### config.mk
export PLATFORM = sky130hd
export DESIGN_NAME = axi4_to_lite_bridge
export DESIGN_NICKNAME = d
export VERILOG_FILES = /design/src/rtl/axi4_to_lite_bridge.sv
export SDC_FILE = /design/constraint.sdc
export NUM_CORES = 1
export LEC_CHECK = 0
export CAP_MARGIN = 20
export CORE_MARGIN = 8
export CORE_UTILIZATION = 45
export CTS_BUF_LIST = sky130_fd_sc_hd__clkbuf_4
export DETAILED_ROUTE_END_ITERATION = 8
export PLACE_DENSITY = 0.75
export SLEW_MARGIN = 30
export SYNTH_ARGS = -nofsm -noshare
export SYNTH_HDL_FRONTEND = slang
export SYNTH_SLANG_ARGS = --single-unit
### constraint.sdc
create_clock -name CLK -period 9.9 [get_ports CLK]
set_input_delay 0.99 -clock CLK [delete_from_list [all_inputs] [get_ports CLK]]
set_output_delay 0.99 -clock CLK [all_outputs]
set_load 0.02 [all_outputs]
### src/rtl/axi4_to_lite_bridge.sv
// AXI4 (burst) to AXI-lite bridge for the core MMIO port.
// Independent write and read engines, each converts one AXI4 burst into
// LEN+1 single-beat AXI-lite transactions. All outputs come from registers
// or from a decode of the registered state.
module axi4_to_lite_bridge (
    input  logic        CLK,
    input  logic        RST,
    // upstream AXI4 write address
    input  logic [3:0]  S_AWID,
    input  logic [30:0] S_AWADDR,
    input  logic [7:0]  S_AWLEN,
    input  logic [2:0]  S_AWSIZE,
    input  logic [1:0]  S_AWBURST,
    input  logic        S_AWVALID,
    output logic        S_AWREADY,
    // upstream AXI4 write data
    input  logic [63:0] S_WDATA,
    input  logic [7:0]  S_WSTRB,
    input  logic        S_WLAST,
    input  logic        S_WVALID,
    output logic        S_WREADY,
    // upstream AXI4 write response
    output logic [3:0]  S_BID,
    output logic [1:0]  S_BRESP,
    output logic        S_BVALID,
    input  logic        S_BREADY,
    // upstream AXI4 read address
    input  logic [3:0]  S_ARID,
    input  logic [30:0] S_ARADDR,
    input  logic [7:0]  S_ARLEN,
    input  logic [2:0]  S_ARSIZE,
    input  logic [1:0]  S_ARBURST,
    input  logic        S_ARVALID,
    output logic        S_ARREADY,
    // upstream AXI4 read data
    output logic [3:0]  S_RID,
    output logic [63:0] S_RDATA,
    output logic [1:0]  S_RRESP,
    output logic        S_RLAST,
    output logic        S_RVALID,
    input  logic        S_RREADY,
    // downstream AXI-lite
    output logic [30:0] M_AWADDR,
    output logic        M_AWVALID,
    input  logic        M_AWREADY,
    output logic [63:0] M_WDATA,
    output logic [7:0]  M_WSTRB,
    output logic        M_WVALID,
    input  logic        M_WREADY,
    input  logic [1:0]  M_BRESP,
    input  logic        M_BVALID,
    output logic        M_BREADY,
    output logic [30:0] M_ARADDR,
    output logic        M_ARVALID,
    input  logic        M_ARREADY,
    input  logic [63:0] M_RDATA,
    input  logic [1:0]  M_RRESP,
    input  logic        M_RVALID,
    output logic        M_RREADY
);

    typedef enum logic [2:0] {W_IDLE, W_DATA, W_ISSUE, W_RESP, W_BRESP} w_state_t;
    typedef enum logic [1:0] {R_IDLE, R_ISSUE, R_WAIT, R_DATA} r_state_t;

    // Address of the following beat for FIXED / INCR / WRAP (reserved acts as INCR).
    function automatic logic [30:0] next_addr(input logic [30:0] addr, input logic [7:0] len,
                                              input logic [2:0] size, input logic [1:0] burst);
        logic [30:0] inc;
        logic [30:0] mask;
        inc  = 31'd1 << ((size > 3'd3) ? 3'd3 : size);
        mask = ((31'(len) + 31'd1) << size) - 31'd1;
        case (burst)
            2'b00:   next_addr = addr;
            2'b10:   next_addr = (addr & ~mask) | ((addr + inc) & mask);
            default: next_addr = addr + inc;
        endcase
    endfunction

    // Responses are ordered by severity, so merging is a numeric maximum.
    function automatic logic [1:0] resp_max(input logic [1:0] a, input logic [1:0] b);
        resp_max = (a > b) ? a : b;
    endfunction

    w_state_t    w_state;
    logic [3:0]  w_id;
    logic [30:0] w_addr;
    logic [7:0]  w_len;
    logic [2:0]  w_size;
    logic [1:0]  w_burst;
    logic [7:0]  w_beat;
    logic [1:0]  w_resp;
    logic [63:0] w_data;
    logic [7:0]  w_strb;
    logic        aw_done;
    logic        wd_done;

    r_state_t    r_state;
    logic [3:0]  r_id;
    logic [30:0] r_addr;
    logic [7:0]  r_len;
    logic [2:0]  r_size;
    logic [1:0]  r_burst;
    logic [7:0]  r_beat;
    logic [63:0] r_data;
    logic [1:0]  r_resp;

    // Write engine: accept burst header, then one data beat -> one lite write per beat.
    always_ff @(posedge CLK or posedge RST) begin
        if (RST) begin
            w_state <= W_IDLE;
            w_id    <= '0;
            w_addr  <= '0;
            w_len   <= '0;
            w_size  <= '0;
            w_burst <= '0;
            w_beat  <= '0;
            w_resp  <= '0;
            w_data  <= '0;
            w_strb  <= '0;
            aw_done <= 1'b0;
            wd_done <= 1'b0;
        end else begin
            // NOTE: non-blocking assignments here so every register samples pre-edge values.
            case (w_state)
                W_IDLE: if (S_AWVALID) begin
                    w_id    <= S_AWID;
                    w_addr  <= S_AWADDR;
                    w_len   <= S_AWLEN;
                    w_size  <= S_AWSIZE;
                    w_burst <= S_AWBURST;
                    w_beat  <= '0;
                    w_resp  <= '0;
                    w_state <= W_DATA;
                end
                W_DATA: if (S_WVALID) begin
                    w_data  <= S_WDATA;
                    w_strb  <= S_WSTRB;
                    // A misplaced WLAST does not shorten the burst, it only taints the response.
                    if (S_WLAST != (w_beat == w_len))
                        w_resp <= resp_max(w_resp, 2'd2);
                    aw_done <= 1'b0;
                    wd_done <= 1'b0;
                    w_state <= W_ISSUE;
                end
                W_ISSUE: begin
                    if (M_AWREADY) aw_done <= 1'b1;
                    if (M_WREADY)  wd_done <= 1'b1;
                    if ((aw_done || M_AWREADY) && (wd_done || M_WREADY))
                        w_state <= W_RESP;
                end
                W_RESP: if (M_BVALID) begin
                    w_resp <= resp_max(w_resp, M_BRESP);
                    if (w_beat == w_len) begin
                        w_state <= W_BRESP;
                    end else begin
                        w_addr  <= next_addr(w_addr, w_len, w_size, w_burst);
                        w_beat  <= w_beat + 8'd1;
                        w_state <= W_DATA;
                    end
                end
                W_BRESP: if (S_BREADY) w_state <= W_IDLE;
                default: w_state <= W_IDLE;
            endcase
        end
    end

    // Read engine: one lite read per beat, each returned beat is forwarded before the next issue.
    always_ff @(posedge CLK or posedge RST) begin
        if (RST) begin
            r_state <= R_IDLE;
            r_id    <= '0;
            r_addr  <= '0;
            r_len   <= '0;
            r_size  <= '0;
            r_burst <= '0;
            r_beat  <= '0;
            r_data  <= '0;
            r_resp  <= '0;
        end else begin
            case (r_state)
                R_IDLE: if (S_ARVALID) begin
                    r_id    <= S_ARID;
                    r_addr  <= S_ARADDR;
                    r_len   <= S_ARLEN;
                    r_size  <= S_ARSIZE;
                    r_burst <= S_ARBURST;
                    r_beat  <= '0;
                    r_state <= R_ISSUE;
                end
                R_ISSUE: if (M_ARREADY) r_state <= R_WAIT;
                R_WAIT: if (M_RVALID) begin
                    r_data  <= M_RDATA;
                    r_resp  <= M_RRESP;
                    r_state <= R_DATA;
                end
                R_DATA: if (S_RREADY) begin
                    if (r_beat == r_len) begin
                        r_state <= R_IDLE;
                    end else begin
                        r_addr  <= next_addr(r_addr, r_len, r_size, r_burst);
                        r_beat  <= r_beat + 8'd1;
                        r_state <= R_ISSUE;
                    end
                end
                default: r_state <= R_IDLE;
            endcase
        end
    end

    // Handshake outputs are pure decodes of the registered state.
    assign S_AWREADY = (w_state == W_IDLE);
    assign S_WREADY  = (w_state == W_DATA);
    assign M_AWVALID = (w_state == W_ISSUE) && !aw_done;
    assign M_WVALID  = (w_state == W_ISSUE) && !wd_done;
    assign M_BREADY  = (w_state == W_RESP);
    assign S_BVALID  = (w_state == W_BRESP);
    assign S_BID     = w_id;
    assign S_BRESP   = w_resp;
    assign M_AWADDR  = w_addr;
    assign M_WDATA   = w_data;
    assign M_WSTRB   = w_strb;

    assign S_ARREADY = (r_state == R_IDLE);
    assign M_ARVALID = (r_state == R_ISSUE);
    assign M_RREADY  = (r_state == R_WAIT);
    assign S_RVALID  = (r_state == R_DATA);
    assign S_RLAST   = (r_state == R_DATA) && (r_beat == r_len);
    assign S_RID     = r_id;
    assign S_RDATA   = r_data;
    assign S_RRESP   = r_resp;
    assign M_ARADDR  = r_addr;

endmodule

==> results.md, run 1 <==
- Status: finished clean
- # rows: 68
- Crit path required time: between 10 and 15 ns
- Post-DP HPWL: 43600 µm
- Initial antenna violation count: 10
- CTS buffer count: 76
- DRC violations left: 0
- Worst-Skew Late Latency: 0.72 ns
- Worst Hold Slack: 0.480 ns
- Count of final setup violators: 0
- RSZ-0062 raised after global routing: no
- Initial DRT Pass Iterations: 5
- Avg Inst Size Synth: 9.66 µm²
- Synth warn: 0
- Fill cells: 2790
- Vias in the first global route: about 15000
- Ys async rst share: 100%
- Fmax achieved: 0.224 GHz
- Max VDD drop: roughly 220 µV
- Placeable Area: 34100 µm²
- Classification of the worst setup path: flip-flop to flip-flop
- # resized after CTS: 0
- Post-CTS Setup Inserts: 0
- CP Max Fanout: 19
- Cts hold-fix bufs: 0
- Final hold vios: 0
- Die span in x: 201 µm
- Register share of total power: 27.0%
- Top cells by area, synth: dfrtp_1, mux2_2, nand2_1, a21oi_1, o21ai_0
- Startpoint types: flip-flop
- Root Driver: clkbuf_4
- Via count: 14700
- Die Span Y: ~200 µm
- CTS sink cnt: 259
- Clk slew on worst S/H paths: 0.07 ns
- Initial Util: 45.2%
- Clk pwr share: ~13%
- Synth cell types: roughly 100
- Comb power frac: 60.4%
- GPL Wtd Cong: ~0.9
- CTS tree: done
- CP Capture Type: flip-flop
- Clock Skew: 0.0465 ns
- Most common cell in the synthesized netlist: dfrtp_1
- Worst path arrival time: between 5 and 6 ns
- Max-slew violations: 0
- Largest area contributor in the netlist: dfrtp_1
- Drt total wl: approximately 57000 µm
- R2R setup slack: around 5.4 ns
- DR WL/cell: 22.1 µm
- Psw: ~3.8 mW
- Synth Cell Area: 15400 µm²
- Synth top area share: 42.0%
- Top post-synthesis cells by count: dfrtp_1, nand2_1, mux2_2
- GR Util All Layers: 27.4%
- Global-route wire length before repair: about 89000 µm
- Multi-input gate area: 8400 µm²
- Worst min path class: flip-flop to flip-flop
- 1st-iter DRT viols: 1066
- Max-slew headroom: 36.1%
- Total of max-cap violations: 0
- Yosys reg bits: between 200 and 300
- Dominant synthesized flop cell: dfrtp_1
- Final setup TNS: 0 ns
- Die area: 40500 µm²
- Worst Tran Pin Value: 0.958 ns
- Sw frac: 46.9%
- Internal power: 4.28 mW
- Register area: 6480 µm²
- Largest net degree at the start of global routing: ~140
- PwrDens: around 380 nW/µm²
- Number of synthesized flops with an enable pin: 0
- Post-synthesis cell count: ~1600
- Final min period: 4.46 ns
- Port bufs: 469
- Congestion Overflow GR: 0
- Final nets: 2347
- Clock buffer depth: 3
- Crit share post-route: between 40% and 50%
- Routed vias/inst: roughly 5.7
- Leak: approximately 8.6 nW
- Area Growth Syn to Fin: 38.7%
- Final antenna-violating net count: 0
- Seq/Total Area, Yosys: 42.0%
- I/O Pins: 470
- Layout cells sized above 1: 15.6%
- H-tree Lvls: 3
==> through the flow <==
stage / instance area [µm²] / utilization [%] / total power, mW / instances / worst slack (ns)
CTS: 21400 / 62.6 / 8.08 / 2579 / 5.51
global placement: 20400 / 59.8 / 6.93 / 2445 / 5.63
detailed placement: 20400 / 59.8 / 7.02 / 2445 / 5.54
finish: 21400 / 62.7 / 8.07 / 2585 / 5.44
global route: 21400 / 62.7 / 8.62 / 2584 / 5.14
floorplan: 15500 / - / 5.18 / 1603 / 1.78
==> critical path: stages, from the launching register on <==
cell and delay [ns]:
dfrtp_1 0.76, ha_1 0.46, and3_1 0.29, xnor2_1 0.21, mux2i_1 0.18, mux4_2 0.52, nor4b_2 0.47, nand4_1 0.28
a21oi_1 0.71, o21ai_0 0.19, a22o_1 0.27
==> worst paths after layout <==
check / startpoint / to / cells past startpoint
worst min register to register: S_BID[0] / S_BID[0] / 2
max in group asynchronous: RST / asynchronous set/reset pin / 3
worst max-delay path: w_len[0] / flip-flop / 10
worst min-delay path: S_BID[0] / S_BID[0] / 2
worst max register to register: w_len[0] / flip-flop / 10
min in group asynchronous: RST / S_RDATA[47] / 2
==> area by class of cell <==
cell class,instances,share of cell area (%)
multi-input combinational,1202,39.3
clock buffer,113,3.97
clock inverter,21,0.456
inverter,48,0.901
antenna,6,0.0702
timing repair buffer,481,22.4
sequential,259,30.3
tap,455,2.66
==> placed cells by master, fill, tap and decap left out, types with 10 or more instances in the layout <==
| master | netlist | final |
|---|---|---|
| mux2_2 | 161 | 161 |
| nor3_1 | 28 | 28 |
| a2bb2oi_1 | 10 | 10 |
| o21ai_0 | 85 | 85 |
| nand4_1 | 21 | 21 |
| dfrtp_1 | 259 | 259 |
| a211oi_1 | 13 | 13 |
| ha_1 | 28 | 27 |
| xnor2_1 | 39 | 39 |
| a21oi_1 | 99 | 98 |
| a31oi_1 | 28 | 28 |
| nor2_1 | 96 | 94 |
| clkbuf_4 | 0 | 113 |
| or3_1 | 16 | 16 |
| xor2_1 | 24 | 24 |
| clkdlybuf4s50_1 | 0 | 469 |
| and3_1 | 19 | 19 |
| o22ai_1 | 12 | 12 |
| nand3_1 | 56 | 56 |
| nand2b_1 | 16 | 16 |
| o31ai_1 | 10 | 10 |
| inv_1 | 48 | 47 |
| nand2_1 | 168 | 167 |
| o211ai_1 | 26 | 26 |
| nor2b_1 | 17 | 17 |
| mux2i_1 | 11 | 11 |
| clkinv_1 | 0 | 15 |
| buf_4 | 3 | 11 |
==> logic make-up (layout without fill, tap and decap cells) <==
family	Yosys count	in the layout	share of synthesized area, %
other cells	1	14	0.0243
fa+ha+maj	30	30	2.53
buf+inv	142	663	3.85
mux	174	174	12.7
simple gates	505	505	16.5
xor+xnor	63	63	3.58
flops	259	259	42.0
compound gates	422	422	18.9
==> power groups by stage <==
stage	clock (mW)	sequential, mW	combinational [mW]
after global placement	0	2.15	4.79
final	1.01	2.18	4.87
after floorplan	0	2.46	2.72
after detailed placement	0	2.18	4.84
after CTS	1.05	2.17	4.86
after global routing	1.11	2.26	5.26
==> metal layers <==
| layer | GRT usage [%] | vias to the layer above | wire, µm |
|---|---|---|---|
| met4 | 9.25 | 8 | 1410 |
| li1 | - | 6884 | - |
| met1 | 32.5 | 7072 | 22500 |
| met5 | 0 | - | 43 |
| met2 | 45.0 | 619 | 27400 |
| met3 | 10.8 | 93 | 5800 |
(Power assumes the default switching activity.)
==> inputs of run 2 (changes only) <==
- CORE_UTILIZATION: 45 -> 44
- PLACE_DENSITY: 0.75 -> 0.77
- clock period: 9.9 -> 3.93 ns (I/O delays scaled with it)
==> run 2 against run 1 <==
  * Die area up 2.1%
  * Non-clock buffer count up 31
  * Fmax up 18%
  * Sequential share of layout area down 0.48 points
  * Largest power group unchanged
  * Global-route usage down 0.16 points
  * Hold slack worse by 0.29 ns
  * Cell count up 1.4%
==> results.md, run 2 (synthesis results as in run 1) <==
- Status: finished clean (unchanged)
- Worst min path class: input pin to flip-flop (was flip-flop to flip-flop)
- Met3 GRT Util: 10.7% (was 10.8%)
- Count of final setup violators: 0 (unchanged)
- Initial antenna violation count: 9 (was 10)
- RSZ-0062 raised after global routing: no (unchanged)
- DRC violations left: 0 (unchanged)
- Via count: 15200 (was 14700)
- Worst Tran Pin Value: 0.957 ns (was 0.958 ns)
- GR Util met1: 30.5% (was 32.5%)
- CP Max Fanout: 11 (was 19)
- Clk slew on worst S/H paths: 0.07 ns (about the same)
- Pre-CTS setup slack: 0.173 ns (was 5.54 ns)
- Leak: 8.79 nW (was 8.61 nW)
- CTS tree: done (unchanged)
- Post-route worst setup slack: 0.161 ns (was 5.44 ns)
- Startpoint types: flip-flop (unchanged)
- CTS sink cnt: 259 (unchanged)
- Area Growth Syn to Fin: 40.9% (was 38.7%)
- Worst-Skew Late Latency: 0.74 ns (was 0.72 ns)
- PwrDens: 961 nW/µm² (was 377 nW/µm²)
- Placeable Area: 34500 µm² (was 34100 µm²)
- Commonest non-fill, non-tap cell in the layout: clkdlybuf4s50_1 (unchanged)
- Root Driver: clkbuf_4 (unchanged)
- I/O Pins: 470 (unchanged)
- GPL Wtd Cong: 0.939 (was 0.915)
- Congestion Overflow GR: 0 (unchanged)
- Worst Reg-to-Reg Cells: 9 (was 10)
- Max-slew violations: 0 (unchanged)
- Total of max-cap violations: 0 (unchanged)
- Global-route wire length before repair: 89800 µm (was 88700 µm)
- Worst path arrival time: 4.36 ns (was 5.08 ns)
- Commonest cells after routing, fill and taps aside: clkdlybuf4s50_1, dfrtp_1, nand2_1, mux2_2, clkbuf_4 (unchanged)
- Multi-input gate area: 8430 µm² (was 8400 µm²)
- Final nets: 2378 (was 2347)
- Die area: 41300 µm² (was 40500 µm²)
- Worst Hold Slack: 0.193 ns (was 0.480 ns)
- DR WL/cell: 22.2 µm (was 22.1 µm)
- H-tree Lvls: 3 (unchanged)
- Clock Skew: 0.0460 ns (was 0.0465 ns)
- Max VDD drop: 583 µV (was 221 µV)
- Port bufs: 469 (unchanged)
- Final hold vios: 0 (unchanged)
- Drt total wl: 58200 µm (was 57100 µm)
- Initial Util: 44.7% (was 45.2%)
- Max-slew headroom: 36.2% (was 36.1%)
- 1st-iter DRT viols: 1230 (was 1066)
- Clock buffer depth: 3 (unchanged)
- Min-Delay Path Depth: 3 (was 2)
- Met2 Use GR: 45.0% (about the same)
- Final setup TNS: 0 ns (unchanged)
- Final min period: 3.77 ns (was 4.46 ns)
- Reg2reg start: w_len[2] (was w_len[0])
- Fill cells: 2878 (was 2790)
- Worst hold start: S_AWID[3] (was S_BID[0])
- Vias in the first global route: 15700 (was 15000)
- GR Util All Layers: 27.3% (was 27.4%)
- Routed vias/inst: 5.81 (was 5.68)
- Die Span Y: 203 µm (was 201 µm)
- CTS buffer count: 76 (unchanged)
- Largest net degree at the start of global routing: 102 (was 135)
- Crit share post-route: 95.9% (was 45.1%)
- Post-DP HPWL: 44300 µm (was 43600 µm)
- Crit path required time: 4.53 ns (was 10.52 ns)
- Initial DRT Pass Iterations: 5 (unchanged)
- Register area: 6480 µm² (about the same)
- GR peak layer: met2 (unchanged)
- CP Capture Type: flip-flop (unchanged)
- # rows: 68 (unchanged)
- Die span in x: 203 µm (was 201 µm)
- Layout cells sized above 1: 17.0% (was 15.6%)
- Hold path endpoint: S_BID[3] (was S_BID[0])
- Final antenna-violating net count: 0 (unchanged)
- R2R setup slack: 0.16 ns (was 5.44 ns)
- Fmax achieved: 0.265 GHz (was 0.224 GHz)
- Classification of the worst setup path: flip-flop to flip-flop (unchanged)
[run 2: through the flow]
stage          cell area (µm²)  instances  power, mW  utilization (%)
2_1_floorplan            15500       1603       13.0                -
3_3_place_gp             20700       2475       17.8             59.9
3_5_place_dp             20700       2475       18.1             59.9
4_1_cts                  21700       2612       20.8             62.7
5_1_grt                  21700       2621       22.3             62.9
6_report                 21700       2621       20.9             62.9
[run 2: repair_timing]
action | 4_1_cts | 5_1_grt
hold buffers | 1 | 0
hold endpoints to repair | 9 | 0
endpoints found under the setup margin | 0 | 17
gates resized for setup | 0 | 9
setup buffers | 0 | 0
[run 2: how the worst max path moves through the flow]
stage | start | endpoint | slack, ns
floorplan | RST | M_WDATA[0] | 0.12
global placement | w_len[2] | flip-flop | 0.32
detailed placement | r_len[2] | flip-flop | 0.17
CTS | w_len[1] | flip-flop | 0.16
global route | w_len[2] | flip-flop | 0.002
finish | w_len[2] | flip-flop | 0.16
[run 2: power breakdown]
group	leakage, nW	internal (mW)	total [mW]	switching [mW]
Sequential	3.09	3.99	5.23	1.24
Combinational	5.14	5.74	13.0	7.30
Clock	0.571	1.36	2.63	1.27
[run 2: layout make-up]
| cell class | count | share of cell area, % |
|---|---|---|
| multi-input combinational | 1202 | 38.8 |
| clock inverter | 26 | 0.645 |
| sequential | 259 | 29.8 |
| antenna | 9 | 0.104 |
| clock buffer | 110 | 3.80 |
| inverter | 48 | 0.846 |
| tap | 455 | 2.62 |
| timing repair buffer | 512 | 23.4 |
[run 2: routing by layer]
metal	routed length, µm	vias up
li1	-	6959
met5	0	-
met3	5990	139
met2	28100	697
met4	2310	0
met1	21700	7442
[run 2: critical path, stage by stage, from the launching register on]
cell	delay [ns]
dfrtp_1	0.61
nand3_1	0.35
o21ai_0	0.40
a31oi_1	0.23
mux4_2	0.51
nor4b_2	0.49
nand3_1	0.31
mux2i_1	0.19
a2111oi_0	0.43
a211oi_1	0.09
